`config.mk`:
```
export PLATFORM = sky130hd
export DESIGN_NAME = sync_fifo_param
export DESIGN_NICKNAME = d
export VERILOG_FILES = /design/src/rtl/fifo_pkg.sv /design/src/rtl/fifo_mem.sv /design/src/rtl/sync_fifo_param.sv
export SDC_FILE = /design/constraint.sdc
export NUM_CORES = 1
export LEC_CHECK = 0
export CAP_MARGIN = 20
export CORE_MARGIN = 2
export CORE_UTILIZATION = 30
export DETAILED_ROUTE_END_ITERATION = 16
export HOLD_SLACK_MARGIN = 0.15
export PLACE_DENSITY = 0.48
export SLEW_MARGIN = 20
export SYNTH_ARGS = -nofsm -noshare
export SYNTH_HDL_FRONTEND = slang
export SYNTH_SLANG_ARGS = --single-unit
```
`constraint.sdc`:
```
create_clock -name clock -period 9 [get_ports clock]
set_input_delay 1.35 -clock clock [delete_from_list [all_inputs] [get_ports clock]]
set_output_delay 1.35 -clock clock [all_outputs]
set_load 0.02 [all_outputs]
```
`src/rtl/fifo_pkg.sv`:
```
// fifo_pkg: shared defaults, pointer-width helper and status bundle
// for the parametrised FIFO.
package fifo_pkg;

    localparam int FIFO_DATA_W = 16;
    localparam int FIFO_DEPTH  = 8;

    function automatic int ptr_width(input int depth);
        return $clog2(depth) + 1;
    endfunction

    typedef struct packed {
        logic full;
        logic empty;
        logic almost_full;
        logic almost_empty;
    } fifo_status_t;

endpackage

```
`src/rtl/fifo_mem.sv`:
```
// fifo_mem: DEPTH x DATA_W register array, one write port and a
// registered read port that holds its value when no read is accepted.
module fifo_mem
    import fifo_pkg::*;
#(
    parameter int DATA_W = FIFO_DATA_W,
    parameter int DEPTH  = FIFO_DEPTH,
    localparam int AW    = $clog2(DEPTH)
) (
    input  logic              i_clk,
    input  logic              i_rst_n,
    input  logic              i_we,
    input  logic [AW-1:0]     i_waddr,
    input  logic [DATA_W-1:0] i_wdata,
    input  logic              i_re,
    input  logic [AW-1:0]     i_raddr,
    output logic [DATA_W-1:0] o_rdata
);

    logic [DATA_W-1:0] r_mem [DEPTH];
    logic [DATA_W-1:0] r_rdata;

    // Storage is never reset; only the output register is.
    always_ff @(posedge i_clk) begin
        if (i_we) begin
            r_mem[i_waddr] <= i_wdata;
        end
    end

    always_ff @(posedge i_clk) begin
        if (!i_rst_n) begin
            r_rdata <= '0;
        end else if (i_re) begin
            r_rdata <= r_mem[i_raddr];
        end
    end

    assign o_rdata = r_rdata;

endmodule

```
`src/rtl/sync_fifo_param.sv`:
```
// sync_fifo_param: single-clock FIFO with occupancy count and thresholds.
// Define FIFO_ERR_FLAGS_EN to build sticky overflow/underflow flags.
module sync_fifo_param
    import fifo_pkg::*;
#(
    parameter int DATA_W   = FIFO_DATA_W,
    parameter int DEPTH    = FIFO_DEPTH,
    parameter int AF_LEVEL = DEPTH - 2,
    parameter int AE_LEVEL = 1,
    localparam int CNT_W   = ptr_width(DEPTH)
) (
    input  logic              clock,
    input  logic              reset,
    input  logic              wn,
    input  logic              rn,
    input  logic [DATA_W-1:0] DATAIN,
    output logic [DATA_W-1:0] DATAOUT,
    output logic              rvalid,
    output logic              full,
    output logic              empty,
    output logic              almost_full,
    output logic              almost_empty,
    output logic [CNT_W-1:0]  count,
    output logic              overflow,
    output logic              underflow
);

    localparam int AW = CNT_W - 1;

    logic [CNT_W-1:0] r_wptr;
    logic [CNT_W-1:0] r_rptr;
    logic             r_rvalid;
    logic [CNT_W-1:0] w_count;
    logic             w_wr_ok;
    logic             w_rd_ok;
    fifo_status_t     w_status;

    // Extra pointer bit makes the modular difference span 0..DEPTH.
    assign w_count = r_wptr - r_rptr;

    assign w_status.full         = (w_count == CNT_W'(DEPTH));
    assign w_status.empty        = (w_count == '0);
    assign w_status.almost_full  = (w_count >= CNT_W'(AF_LEVEL));
    assign w_status.almost_empty = (w_count <= CNT_W'(AE_LEVEL));

    assign w_wr_ok = wn & ~w_status.full & reset;
    assign w_rd_ok = rn & ~w_status.empty & reset;

    always_ff @(posedge clock) begin
        if (!reset) begin
            r_wptr   <= '0;
            r_rptr   <= '0;
            r_rvalid <= 1'b0;
        end else begin
            if (w_wr_ok) begin
                r_wptr <= r_wptr + CNT_W'(1);
            end
            if (w_rd_ok) begin
                r_rptr <= r_rptr + CNT_W'(1);
            end
            r_rvalid <= w_rd_ok;
        end
    end

    fifo_mem #(
        .DATA_W (DATA_W),
        .DEPTH  (DEPTH)
    ) u_mem (
        .i_clk   (clock),
        .i_rst_n (reset),
        .i_we    (w_wr_ok),
        .i_waddr (r_wptr[AW-1:0]),
        .i_wdata (DATAIN),
        .i_re    (w_rd_ok),
        .i_raddr (r_rptr[AW-1:0]),
        .o_rdata (DATAOUT)
    );

`ifdef FIFO_ERR_FLAGS_EN
    logic r_overflow;
    logic r_underflow;

    always_ff @(posedge clock) begin
        if (!reset) begin
            r_overflow  <= 1'b0;
            r_underflow <= 1'b0;
        end else begin
            if (wn & w_status.full) begin
                r_overflow <= 1'b1;
            end
            if (rn & w_status.empty) begin
                r_underflow <= 1'b1;
            end
        end
    end

    assign overflow  = r_overflow;
    assign underflow = r_underflow;
`else
    assign overflow  = 1'b0;
    assign underflow = 1'b0;
`endif

    assign rvalid       = r_rvalid;
    assign count        = w_count;
    assign full         = w_status.full;
    assign empty        = w_status.empty;
    assign almost_full  = w_status.almost_full;
    assign almost_empty = w_status.almost_empty;

endmodule

```
==> flow_summary.yaml <==
outcome:
  run_status: "finished clean"
clock_tree:
  htree_levels: 4
  cts.repair.resized: 0
  worst_skew_pair_later_pin_latency_ns: 0.42
  cts-root-to-sink-buffers: 2
  clock_buffer_count_from_cts: 17
  clock-root-buffer: "sky130_fd_sc_hd__clkbuf_16"
  post_cts.repair.setup_buffers: 0
  hold_buffer_count_at_cts: 0
  clk_pin_slew_worst_paths_ns: 0.06
  cts.sinks: 153
  tritoncts: "yes"
grt:
  maximum_number_of_pins_on_one_net_before_global_route_repair: 39
  first_global_vias: 3268
  grt_use_total_pct: 12.6
  grt_pass1_wl_um: 19500
  overflow: 0
  grt_antenna_before_repair: 0
detailed_routing:
  firstDrtPassIters: 6
  vias_per_cell: 4.66
  route.antenna.remaining_nets: 0
  routed_wire_length_per_instance_um: 19.0
  dr_total_vias: 3153
  detail_route.wirelength_um: 12900
  drc_errors: 0
  drt_initial_violations: 170
critical_path:
  cp_slowest_stage_delay_ns: 0.61
  cp.arrival_ns: 3.00
  path_cells: "buf_4 -> ha_1 -> fa_1 -> xor2_1 -> nand3_1 -> nor2_1 -> clkdlybuf4s50_1"
  timing_worst_setup_path_type: "flip-flop to output pin"
  r2r_setup_slack_ns: 5.73
  crit_path_launch_type: "flip-flop"
  timing.critical_path.fanout_max: 36
  critical_path.endpoint_type: "output pin"
  cp_data_required_time_ns: 7.65
  critical-path-slowest-cell: "sky130_fd_sc_hd__clkdlybuf4s50_1"
sta:
  fin_setup_tns_ns: 0
  timing_worst_slew_pin_value_ns: 1.10
  timing.fmax_mhz: 230
  finalCritPeriodShare_pct: 48.3
  min_period_ns: 4.35
  setup_viol: 0
  worst_clock_skew_ns: 0.0109
  timing.hold.ws_ns: 0.529
  slew_violations: 0
  relSlewSlack_pct: 26.8
  final_hold_viol_count: 0
  setup_repair_after_global_routing_missed_its_margin: "false"
yosys:
  synthDominantCellAreaShare_pct: 63.5
  ys_async_sr_fraction_pct: 0
  synthesis.yosys.warnings: 0
  synth.top_cells.by_count: "128 x sky130_fd_sc_hd__edfxtp_1, 40 x sky130_fd_sc_hd__nand2_1, 32 x sky130_fd_sc_hd__mux4_2, 25 x sky130_fd_sc_hd__dfxtp_1, 22 x sky130_fd_sc_hd__nor2_1"
  synth.distinct_cells: 32
  synth-seq-cells: 153
  ys_seq_area_share_pct: 71.8
  ys.flop_type: "sky130_fd_sc_hd__edfxtp_1"
  synth.most_common_cell: "sky130_fd_sc_hd__edfxtp_1"
  synthDominantAreaCellType: "sky130_fd_sc_hd__edfxtp_1"
  synth-edff-count: 128
  synthesis.area_per_instance_um2: 17.8
  syn-cell-area_um2: 6050
  synthesis.instances: 341
  synth_top_cells_by_area: "sky130_fd_sc_hd__edfxtp_1 63%, sky130_fd_sc_hd__mux4_2 12%, sky130_fd_sc_hd__dfxtp_1 8.3%"
pwr:
  power_density_nw_per_um2: 307
  total_leakage_power_nw: 2.38
  vdd_drop_max_uv: 118
  finalPower_w: 0.00228
final_layout:
  fin_nets: 424
  post_route_cells_drive_above_1_share_pct: 24.6
  area.growth.synth_to_final_pct: 22.5
  ant_cells: 0
  finalNonFillerCells: 676
  fillCellCount: 1862
place:
  place.detailed.hpwl_um: 6970
  gp_congestion: 0.690
  dpl.cell_count: 644
  io_buffers: 44
floorplan:
  core_um2: 19700
  floorplan.initialDensity_pct: 30.8
  fp-row-count: 51
  ioPinCount: 47
  dieWidth_um: 146
  floorplan.die.height_um: 146
  die_area_um2: 21300
job:
  drv.max_cap_violation_count: 0
hold_path:
  min_path_type: "flip-flop to flip-flop"
[per-stage QoR]
| step | worst slack, ns | instance area [um^2] | utilization (%) |
|---|---|---|---|
| after floorplan | 5.07 | 6060 | - |
| after global placement | 5.07 | 6860 | 34.9 |
| after detailed placement | 5.00 | 6860 | 34.9 |
| after CTS | 4.55 | 7420 | 37.7 |
| after global routing | 4.37 | 7420 | 37.7 |
| final | 4.65 | 7420 | 37.7 |
[layout make-up]
| class | instances | area (um^2) | area share, % |
|---|---|---|---|
| clock buffer | 19 | 433 | 5.84 |
| clock inverter | 13 | 128 | 1.72 |
| inverter | 10 | 37.5 | 0.506 |
| multi-input combinational | 159 | 1610 | 21.6 |
| sequential | 153 | 4350 | 58.6 |
| tap | 265 | 332 | 4.47 |
| timing repair buffer | 57 | 538 | 7.25 |
[logic make-up (layout without fill, tap and decap cells)]
kind of cell,count (synthesis),after routing,synth area share (%)
buffers and inverters,30,99,2.54
DFF,153,153,71.8
muxes,35,35,12.4
adders and majority gates,6,6,1.36
xor gates and xnor gates,5,5,0.723
and+or+nand+nor,84,84,5.93
other,1,2,0.0619
AOI/OAI and AO/OA,27,27,5.23
[critical path, delay by kind of cell (launching register included)]
kind	cells	cell delay, ns
and+or+nand+nor	2	0.32
adders and majority gates	2	0.53
xor gates and xnor gates	1	0.22
DFF	1	0.31
buffers and inverters	2	1.19
[cell usage in the layout, fill, tap and decap left out, types with 4 or more instances in the layout]
| cell type | instances |
|---|---|
| sky130_fd_sc_hd__a21oi_1 | 4 |
| sky130_fd_sc_hd__a311oi_2 | 16 |
| sky130_fd_sc_hd__buf_4 | 13 |
| sky130_fd_sc_hd__clkbuf_16 | 17 |
| sky130_fd_sc_hd__clkdlybuf4s50_1 | 44 |
| sky130_fd_sc_hd__clkinv_2 | 4 |
| sky130_fd_sc_hd__dfxtp_1 | 24 |
| sky130_fd_sc_hd__edfxtp_1 | 128 |
| sky130_fd_sc_hd__ha_1 | 5 |
| sky130_fd_sc_hd__inv_1 | 10 |
| sky130_fd_sc_hd__mux4_2 | 32 |
| sky130_fd_sc_hd__nand2_1 | 40 |
| sky130_fd_sc_hd__nand3_1 | 4 |
| sky130_fd_sc_hd__nor2_1 | 22 |
| sky130_fd_sc_hd__nor3_2 | 5 |
[routing by layer]
layer  vias to the layer above  share of wire [%]  global-route usage [%]
met5                         -                  0                       0
met4                         0                1.5                    4.56
met3                        15                3.8                    3.50
met2                        72                 51                    21.1
met1                      1622                 44                    15.6
li1                       1444                  -                       -
[path summary, 6_finish.rpt]
| check | start | endpoint | cells past startpoint |
|---|---|---|---|
| max | r_rptr[0]$_SDFFE_PN0P_ | empty | 7 |
| min | r_wptr[3]$_SDFFE_PN0P_ | r_wptr[3]$_SDFFE_PN0P_ | 2 |
| max reg2reg | r_rptr[0]$_SDFFE_PN0P_ | r_rptr[3]$_SDFFE_PN0P_ | 7 |
| min reg2reg | r_wptr[3]$_SDFFE_PN0P_ | r_wptr[3]$_SDFFE_PN0P_ | 2 |
[registers in the layout, summed over array words and instances (netlist names)]
signal,count
rvalid,1
r_rptr,4
u_mem.r_mem,128
u_mem.o_rdata,16
r_wptr,4
[power breakdown]
group / switching (W) / internal (W) / total, W / leakage [nW]
clock network: 0.000271 / 0.000405 / 0.000676 / 0.268
logic: 0.000402 / 0.000314 / 0.000717 / 0.755
registers: 0.0000367 / 0.000847 / 0.000884 / 1.36
total: 0.000710 / 0.00157 / 0.00228 / 2.38
No activity file was read; power rests on OpenSTA's default activity.
